## src/rtl/booth_pkg.sv

```systemverilog
// Shared types and constants for the sequential radix-2 Booth multiplier.
// Optional build macro: BOOTH_EARLY_TERM_EN (see booth_mul_seq).
package booth_pkg;

  typedef enum logic [1:0] {
    IDLE = 2'd0,
    CALC = 2'd1,
    DONE = 2'd2
  } state_e;

  localparam logic [1:0] PAIR_ADD = 2'b01;
  localparam logic [1:0] PAIR_SUB = 2'b10;

  function automatic int cnt_w(input int w);
    return $clog2(w + 1);
  endfunction

endpackage

```

## src/rtl/booth_mul_seq_addsub.sv

```systemverilog
// Ripple add/subtract stage used by the Booth accumulator.
// op=1 subtracts b from a via two's complement; cout is the raw carry.
module booth_addsub #(
  parameter int N = 17
) (
  input  logic [N-1:0] a,
  input  logic [N-1:0] b,
  input  logic         op,
  output logic [N-1:0] sum,
  output logic         cout
);

  logic [N-1:0] b_eff;

  assign b_eff = op ? ~b : b;
  assign {cout, sum} = {1'b0, a} + {1'b0, b_eff} + {{N{1'b0}}, op};

endmodule

```

## src/rtl/booth_mul_seq.sv

```systemverilog
// Sequential signed WxW Booth multiplier, one step per clock.
// Define BOOTH_EARLY_TERM_EN to collapse trailing pure-shift steps.
module booth_mul_seq #(
  parameter int W = 16
) (
  input  logic           clk,
  input  logic           rst_n,
  input  logic           in_valid,
  output logic           in_ready,
  input  logic [W-1:0]   mcand,
  input  logic [W-1:0]   mplier,
  output logic           out_valid,
  input  logic           out_ready,
  output logic [2*W-1:0] product
);

  import booth_pkg::*;

  localparam int CW = cnt_w(W);

  state_e         state_q, state_d;
  logic [W:0]     a_q, a_d;
  logic [W:0]     m_q, m_d;
  logic [W-1:0]   q_q, q_d;
  logic           qm1_q, qm1_d;
  logic [CW-1:0]  cnt_q, cnt_d;
  logic [2*W-1:0] prod_q, prod_d;

  logic [1:0]     pair;
  logic           do_arith;
  logic [W:0]     sum;
  logic [W:0]     acc;
  logic           addsub_cout_unused;

  assign pair     = {q_q[0], qm1_q};
  assign do_arith = (pair == PAIR_ADD) || (pair == PAIR_SUB);

  booth_addsub #(
    .N(W + 1)
  ) u_addsub (
    .a    (a_q),
    .b    (m_q),
    .op   (pair == PAIR_SUB),
    .sum  (sum),
    .cout (addsub_cout_unused)
  );

  assign acc = do_arith ? sum : a_q;

`ifdef BOOTH_EARLY_TERM_EN
  logic                 all_eq;
  logic signed [2*W:0]  aq_sh;

  // Unconsumed multiplier bits all match q_m1: only shifts remain.
  always_comb begin
    all_eq = 1'b1;
    for (int i = 0; i < W; i++) begin
      if ((i < int'(cnt_q)) && (q_q[i] != qm1_q)) begin
        all_eq = 1'b0;
      end
    end
  end

  assign aq_sh = $signed({a_q, q_q}) >>> cnt_q;
`endif

  always_comb begin
    state_d = state_q;
    a_d     = a_q;
    m_d     = m_q;
    q_d     = q_q;
    qm1_d   = qm1_q;
    cnt_d   = cnt_q;
    prod_d  = prod_q;
    unique case (state_q)
      IDLE: begin
        if (in_valid) begin
          m_d     = {mcand[W-1], mcand};
          a_d     = '0;
          q_d     = mplier;
          qm1_d   = 1'b0;
          cnt_d   = CW'(W);
          state_d = CALC;
        end
      end
      CALC: begin
        if (cnt_q == '0) begin
          prod_d  = {a_q[W-1:0], q_q};
          state_d = DONE;
`ifdef BOOTH_EARLY_TERM_EN
        end else if (all_eq) begin
          a_d   = aq_sh[2*W:W];
          q_d   = aq_sh[W-1:0];
          cnt_d = '0;
`endif
        end else begin
          a_d   = {acc[W], acc[W:1]};
          q_d   = {acc[0], q_q[W-1:1]};
          qm1_d = q_q[0];
          cnt_d = cnt_q - 1'b1;
        end
      end
      DONE: begin
        if (out_ready) begin
          state_d = IDLE;
        end
      end
      default: state_d = IDLE;
    endcase
  end

  always_ff @(posedge clk or negedge rst_n) begin
    if (!rst_n) begin
      state_q <= IDLE;
      a_q     <= '0;
      m_q     <= '0;
      q_q     <= '0;
      qm1_q   <= 1'b0;
      cnt_q   <= '0;
      prod_q  <= '0;
    end else begin
      state_q <= state_d;
      a_q     <= a_d;
      m_q     <= m_d;
      q_q     <= q_d;
      qm1_q   <= qm1_d;
      cnt_q   <= cnt_d;
      prod_q  <= prod_d;
    end
  end

  assign in_ready  = (state_q == IDLE);
  assign out_valid = (state_q == DONE);
  assign product   = prod_q;

endmodule

```

## config.mk

```make
export PLATFORM = sky130hd
export DESIGN_NAME = booth_mul_seq
export DESIGN_NICKNAME = d
export VERILOG_FILES = /design/src/rtl/booth_pkg.sv /design/src/rtl/booth_mul_seq_addsub.sv /design/src/rtl/booth_mul_seq.sv
export SDC_FILE = /design/constraint.sdc
export NUM_CORES = 1
export LEC_CHECK = 0
export CAP_MARGIN = 20
export CORE_MARGIN = 5
export CORE_UTILIZATION = 28
export CTS_BUF_LIST = sky130_fd_sc_hd__clkbuf_4 sky130_fd_sc_hd__clkbuf_8
export DETAILED_ROUTE_END_ITERATION = 7
export SYNTH_ARGS = -nofsm -noshare
export SYNTH_HDL_FRONTEND = slang
export SYNTH_SLANG_ARGS = --single-unit
```

## constraint.sdc

```tcl
create_clock -name clk -period 3.3 [get_ports clk]
set_clock_uncertainty 0.15 [all_clocks]
set_input_delay 0.33 -clock clk [delete_from_list [all_inputs] [get_ports clk]]
set_output_delay 0.33 -clock clk [all_outputs]
set_load 0.01 [all_outputs]
```

==> impl_metrics.py, run 1 <==
metrics = {
    "yosys": {
        "post-synth-top-area-fraction_pct": 47.8,
        "leading_register_cell_type_out_of_synthesis": "sky130_fd_sc_hd__dfrtp_1",
        "syn_nets": 525,
        "async_flop_share_pct": 100,
        "synth_cell_type_count": 52,
        "seq_area_frac_synth_pct": 47.8,
        "synth.avg_cell_area_um2": 9.81,
        "register_bit_total_from_synthesis": 88,
        "netlist.top_cell.by_area": "sky130_fd_sc_hd__dfrtp_1",
        "synth.most_common_cell": "sky130_fd_sc_hd__nand2_1",
        "syn_inst": 470,
        "yosys-top-cells-area": "sky130_fd_sc_hd__dfrtp_1 (48%), sky130_fd_sc_hd__nand2_1 (8.2%), sky130_fd_sc_hd__mux2_2 (7.8%)",
        "netlist_area_before_placement_um2": 4610,
        "synthesis.yosys.warnings": 0,
        "ys_top_cells_by_count": "sky130_fd_sc_hd__nand2_1 (101), sky130_fd_sc_hd__dfrtp_1 (88), sky130_fd_sc_hd__mux2_2 (32)",
        "post_synth_edffs": 0,
    },
    "sta": {
        "timing.final.crit_period_ps": 3020,
        "slew-limit-headroom_pct": 50.4,
        "setup_viol_count_final": 0,
        "setup_ws_ps": 279,
        "worst_pin_slew_ps": 742,
        "hold-worst-slack_ps": 254,
        "timing_hold_violations_final": 0,
        "timing.setup.tns_ps": 0,
        "final_number_of_max_transition_violations": 0,
        "final_min_period_over_clock_period_pct": 91.5,
        "achievable-frequency_ghz": 0.331,
        "rsz0062_at_grt": "no",
    },
    "placement": {
        "pre_cts_slack_ps": 178,
        "dp_hpwl_um": 8300,
        "placement.io_buffers": 69,
        "place.detailed.instances": 744,
        "gp_congestion": 0.840,
    },
    "power_and_ir_drop": {
        "power.total_mw": 7.32,
        "vdd_ir_drop_max_mv": 0.405,
        "power_leakage_nw": 2.63,
        "power.density_cell_area_nw_per_um2": 1270,
    },
    "grt": {
        "grt_antenna_before_repair": 0,
        "grt_overflow_total": 0,
        "grt_pass1_vias": 3820,
        "grt_usage_pct": 12.6,
        "global_route_wire_length_before_repair_um": 19700,
        "grt_start_max_net_pins": 33,
    },
    "clock_tree": {
        "cts_max_path_buffers": 2,
        "clock_tree_from_tritoncts": "yes",
        "worst_skew_pair.late_latency_ps": 380,
        "clock-root-buffer": "sky130_fd_sc_hd__clkbuf_8",
        "tritoncts_buffer_count": 9,
        "cts.sink_count": 88,
        "cts_max_level": 3,
        "clk_transition_reported_paths_ps": 90,
    },
    "routing": {
        "postRouteWirelength_um": 11600,
        "drt_pass1_iterations": 4,
        "final_antenna_net_count": 0,
        "wl_per_cell_um": 15.3,
        "drc_violation_count_after_routing": 0,
        "routed-via-count": 3702,
        "drt_iter0_drc": 244,
        "via_per_inst": 4.86,
    },
    "flow_run": {
        "drv.max_cap_violation_count": 0,
    },
    "floorplanning": {
        "row_count": 47,
        "die-area_um2": 19100,
        "core-area_um2": 16300,
        "initial_core_util_pct": 28.2,
        "fp.dieH_um": 138,
        "design.portCount": 70,
        "die_w_um": 138,
    },
    "critical_path": {
        "timing.critical_path.from_type": "register",
        "timing.critical_path.buf_inv": 1,
        "critical_path_peak_fanout": 9,
        "worst_path_largest_cell_delay_ps": 420,
        "worst-endpoint-arrival_ps": 3120,
        "reg2reg_from": "q_q[0]$_DFFE_PN0P_",
        "critical_path.cell_chain": "ha_2 -> mux2i_2 -> inv_1 -> fa_1 -> a21o_1 -> a221oi_4 -> o211ai_1 -> nand3b_1 -> a21boi_0 -> o21ai_0",
        "timing_worst_setup_path_type": "reg2reg",
        "worstPathRequired_ps": 3400,
        "library_cell_contributing_the_largest_single_delay_on_the_critical_path": "sky130_fd_sc_hd__dfrtp_1",
        "cp-end-kind": "register",
        "rr_worst_depth": 10,
        "worst-r2r-setup-slack_ps": 280,
        "worst_path_dominant_cell_family": "compound AO/OA/AOI/OAI gates",
        "rr_endpoint": "a_q[11]$_DFFE_PN0P_",
    },
    "run_status": {
        "outcome": "finished, final reports clean",
    },
    "finish": {
        "post_layout_nonfiller_instances": 761,
        "syn2layout_area_growth_pct": 25.4,
        "filler_cell_count": 1698,
        "layout.nets": 591,
        "layout-drive-gt1-share_pct": 13.3,
        "antenna_cells": 0,
    },
    "hold_path": {
        "hold_path.class": "in2async",
    },
}
cell type report:
cell class	instances	area, um2	area share (%)
tap	220	275	4.76
clock inverter	6	93.8	1.62
multi-input combinational	345	2250	38.9
timing repair buffer	82	788	13.6
clock buffer	10	131	2.27
sequential	88	2200	38.1
inverter	10	37.5	0.650
metal layers:
metal  GRT usage [%]  vias to the layer above  part of all wire [%]
li1                -                     1771                     -
met1            15.7                     1822                    45
met2            20.7                       90                    47
met3            4.14                       19                   5.8
met4            4.16                        0                   2.3
met5               0                        -                     0
layout by cell type (no fill, tap or decap), types with 3 or more instances in the layout:
cell type                         count
sky130_fd_sc_hd__xnor2_1              8
sky130_fd_sc_hd__buf_4               13
sky130_fd_sc_hd__xor2_1              20
sky130_fd_sc_hd__ha_1                17
sky130_fd_sc_hd__mux2_2              32
sky130_fd_sc_hd__dfrtp_1             88
sky130_fd_sc_hd__nand2_1            101
sky130_fd_sc_hd__o21ai_0             18
sky130_fd_sc_hd__nor2_1              27
sky130_fd_sc_hd__nand4_1              4
sky130_fd_sc_hd__nand3_1             22
sky130_fd_sc_hd__a31oi_1             21
sky130_fd_sc_hd__clkinv_4             3
sky130_fd_sc_hd__o31ai_1              4
sky130_fd_sc_hd__clkbuf_8             9
sky130_fd_sc_hd__clkdlybuf4s50_1     68
sky130_fd_sc_hd__a21o_1               7
sky130_fd_sc_hd__o211ai_1             8
sky130_fd_sc_hd__a21oi_1             13
sky130_fd_sc_hd__and3_1               3
sky130_fd_sc_hd__inv_1                9
cells by family after synthesis:
family	after synthesis	synth area share, %
adders and majority gates	19	5.32
AOI/OAI and AO/OA	88	12.9
xor gates and xnor gates	28	5.32
and+or+nand+nor	175	16.6
DFF	88	47.8
buffers and inverters	37	3.47
muxes	35	8.55
stage by stage:
stage	area, um2	utilization, %
after floorplan	4610	-
after global routing	5780	35.3
final	5780	35.3
after CTS	5780	35.3
after global placement	5540	33.9
after detailed placement	5540	33.9
power by group:
group / leakage [nW] / switching (mW) / internal, mW
Clock: 0.110 / 0.406 / 0.438
Combinational: 1.43 / 2.49 / 1.98
Sequential: 1.09 / 0.392 / 1.62
Total: 2.63 / 3.28 / 4.03
sequential cells by signal, summed over array words and instances (netlist names):
register	flops
qm1_q	1
product	32
m_q	16
q_q	16
cnt_q	5
a_q	16
state_q	2
worst max path at each step:
stage	to	cells past startpoint	from
after floorplan	a_q[9]$_DFFE_PN0P_	12	qm1_q$_DFFE_PN0P_
after global placement	a_q[9]$_DFFE_PN0P_	10	q_q[0]$_DFFE_PN0P_
after detailed placement	a_q[11]$_DFFE_PN0P_	10	q_q[0]$_DFFE_PN0P_
after CTS	a_q[11]$_DFFE_PN0P_	10	q_q[0]$_DFFE_PN0P_
after global routing	a_q[14]$_DFFE_PN0P_	11	qm1_q$_DFFE_PN0P_
final	a_q[11]$_DFFE_PN0P_	10	q_q[0]$_DFFE_PN0P_
repair_timing:
action / CTS / global route
hold buffers: 1 / 0
resized for setup: 0 / 1
setup endpoints to repair: 0 / 6
buffers inserted: 0 / 0
hold endpoints to repair: 30 / 0
Power figures use the tool's default switching activity.
==> inputs of run 2 (changes only) <==
--- a/config.mk
+++ b/config.mk
@@ -10,6 +10,7 @@
 export CORE_UTILIZATION = 28
 export CTS_BUF_LIST = sky130_fd_sc_hd__clkbuf_4 sky130_fd_sc_hd__clkbuf_8
 export DETAILED_ROUTE_END_ITERATION = 7
+export PLACE_DENSITY = 0.47
 export SYNTH_ARGS = -nofsm -noshare
 export SYNTH_HDL_FRONTEND = slang
 export SYNTH_SLANG_ARGS = --single-unit
==> constraint.sdc (replaced) <==
create_clock -name clk -period 2.5 [get_ports clk]
set_clock_uncertainty 0.15 [all_clocks]
set_input_delay 0.25 -clock clk [delete_from_list [all_inputs] [get_ports clk]]
set_output_delay 0.25 -clock clk [all_outputs]
set_load 0.01 [all_outputs]
==> run 2 against run 1 <==
The run now ends with negative setup slack left. Non-clock buffer count rose by 57. Sequential share of layout area fell by 3.5 points. Sequential cell count did not move. Count of clock-buffer cells in the layout fell by 1. Via count rose by 3.9%. Setup slack got worse by 640 ps. Critical path depth rose by 2. Final cell count rose by 7.5%. Fmax rose by 5.6%. Global-route usage rose by 0.82 points. Worst hold slack got worse by 17 ps. Design area rose by 10%. Critical path type unchanged. Critical endpoint is now a_q[9]$_DFFE_PN0P_. Largest cell class unchanged.
==> impl_metrics.py, run 2 (synthesis gave the netlist of run 1 again) <==
metrics = {
    "finish": {
        "layout.cells.most_common_list": "sky130_fd_sc_hd__nand2_1 (101), sky130_fd_sc_hd__dfrtp_1 (88), sky130_fd_sc_hd__clkdlybuf4s50_1 (68)",
        "layout.cells.most_common": "sky130_fd_sc_hd__nand2_1",
        "final_area_um2": 6360,
        "layout.nets": 648,
        "largest_register_ffs": 32,
        "syn2layout_area_growth_pct": 38.0,
        "layout-drive-gt1-share_pct": 25.1,
        "post_layout_nonfiller_instances": 818,
        "antenna_cells": 0,
        "filler_cell_count": 1673,
    },
    "sta": {
        "setup_ws_ps": -361,
        "final_number_of_max_transition_violations": 0,
        "setup_viol_count_final": 11,
        "achievable-frequency_ghz": 0.350,
        "rsz0062_at_grt": "yes",
        "timing.setup.tns_ps": -2400,
        "slew-limit-headroom_pct": 55.4,
        "final_min_period_over_clock_period_pct": 114,
        "timing_hold_violations_final": 0,
        "worst_pin_slew_ps": 669,
        "timing.final.crit_period_ps": 2860,
    },
    "hold_path": {
        "hold_path.class": "in2reg",
    },
    "floorplanning": {
        "row_count": 47,
        "die_w_um": 138,
        "core-area_um2": 16300,
        "initial_core_util_pct": 28.2,
        "design.portCount": 70,
        "fp.dieH_um": 138,
        "die-area_um2": 19100,
    },
    "placement": {
        "dp_hpwl_um": 8740,
        "place.detailed.instances": 790,
        "placement.io_buffers": 69,
        "dpl_cell_area_um2": 5950,
        "pre_cts_slack_ps": -403,
        "gp_congestion": 0.892,
    },
    "critical_path": {
        "cp-end-kind": "register",
        "worstPathRequired_ps": 2610,
        "critical_path_peak_fanout": 5,
        "timing.critical_path.buf_inv": 3,
        "timing.critical_path.from_type": "register",
        "critical_path.cell_chain": "ha_4 -> buf_6 -> buf_6 -> xor2_1 -> ha_1 -> and3_4 -> a221oi_4 -> buf_4 -> o21ai_2 -> a21o_1 -> a211oi_2 -> o31ai_1",
        "worst-endpoint-arrival_ps": 2970,
        "worst_path_largest_cell_delay_ps": 430,
        "worst_path_dominant_cell_family": "compound AO/OA/AOI/OAI gates",
        "timing_worst_setup_path_type": "reg2reg",
        "worst_path_most_repeated_cell": "sky130_fd_sc_hd__buf_6",
        "library_cell_contributing_the_largest_single_delay_on_the_critical_path": "sky130_fd_sc_hd__dfrtp_1",
    },
    "clock_tree": {
        "clock-root-buffer": "sky130_fd_sc_hd__clkbuf_8",
        "tritoncts_buffer_count": 9,
        "cts_max_level": 3,
        "cts.sink_count": 88,
        "worst_skew_pair.late_latency_ps": 380,
        "clk_transition_reported_paths_ps": 100,
        "clock_tree_from_tritoncts": "yes",
        "cts_max_path_buffers": 2,
    },
    "routing": {
        "drt_iter0_drc": 155,
        "postRouteWirelength_um": 12500,
        "via_per_inst": 4.70,
        "met1Wirelength_um": 5920,
        "drc_violation_count_after_routing": 0,
        "final_antenna_net_count": 0,
        "wl_met3_um": 568,
        "met2_length_um": 5750,
        "routed.top_layer": "met4",
        "drt_pass1_iterations": 4,
        "routed-via-count": 3846,
        "wl_per_cell_um": 15.3,
    },
    "grt": {
        "grt_overflow_total": 0,
        "global_route_wire_length_before_repair_um": 20900,
        "grt_usage_pct": 13.4,
        "grt_antenna_before_repair": 0,
        "grt_start_max_net_pins": 49,
        "grt_pass1_vias": 3913,
    },
    "run_status": {
        "failed_checks": "negative setup slack",
        "outcome": "complete, but fails checks",
    },
    "flow_run": {
        "drv.max_cap_violation_count": 0,
    },
}
-- run 2: routing by layer --
layer  track usage, %  vias up
met5                0        -
met4             5.20        0
met3             3.14       17
met2             20.9       79
met1             18.2     1866
li1                 -     1884
-- run 2: final timing paths --
| kind | cells past startpoint | endpoint | slack (ps) | start |
|---|---|---|---|---|
| max | 12 | a_q[9]$_DFFE_PN0P_ | -360 | q_q[0]$_DFFE_PN0P_ |
| max in group asynchronous | 3 | product[10]$_DFFE_PN0P_ | 1250 | rst_n |
| min in group asynchronous | 2 | product[3]$_DFFE_PN0P_ | 280 | rst_n |
| min | 3 | m_q[11]$_DFFE_PN0P_ | 240 | mcand[11] |
| min reg2reg | 2 | m_q[12]$_DFFE_PN0P_ | 350 | m_q[12]$_DFFE_PN0P_ |
| max reg2reg | 12 | a_q[9]$_DFFE_PN0P_ | -360 | q_q[0]$_DFFE_PN0P_ |
-- run 2: final cells by class --
type / count / area, um2 / share of cell area, %
Clock buffer: 9 / 124 / 1.95
Clock inverter: 7 / 78.8 / 1.24
Inverter: 10 / 37.5 / 0.590
Multi-Input combinational cell: 345 / 2370 / 37.3
Sequential cell: 88 / 2200 / 34.6
Tap cell: 220 / 275 / 4.33
Timing Repair Buffer: 139 / 1270 / 20.0
-- run 2: timing repair --
action,4_1_cts,5_1_grt
pin swaps,20,16
buffers inserted,9,5
setup endpoints to repair,11,14
gates resized for setup,17,11
endpoints found under the hold margin,46,0
hold buffers,1,0
-- run 2: stage by stage --
step | utilization [%] | hold WS, ps
2_1_floorplan | - | -196
3_3_place_gp | 36.4 | 180
3_5_place_dp | 36.4 | 182
4_1_cts | 38.6 | 211
5_1_grt | 38.9 | 218
6_report | 38.9 | 237
-- run 2: worst min-delay path, cell delays in order --
cell and delay, ps:
sky130_fd_sc_hd__clkdlybuf4s50_1 390, sky130_fd_sc_hd__nand2_1 50, sky130_fd_sc_hd__nand2_1 40
Power of run 2 is not shown: default switching activity piles up to over one toggle a cycle in this logic, so the estimate is an artifact.
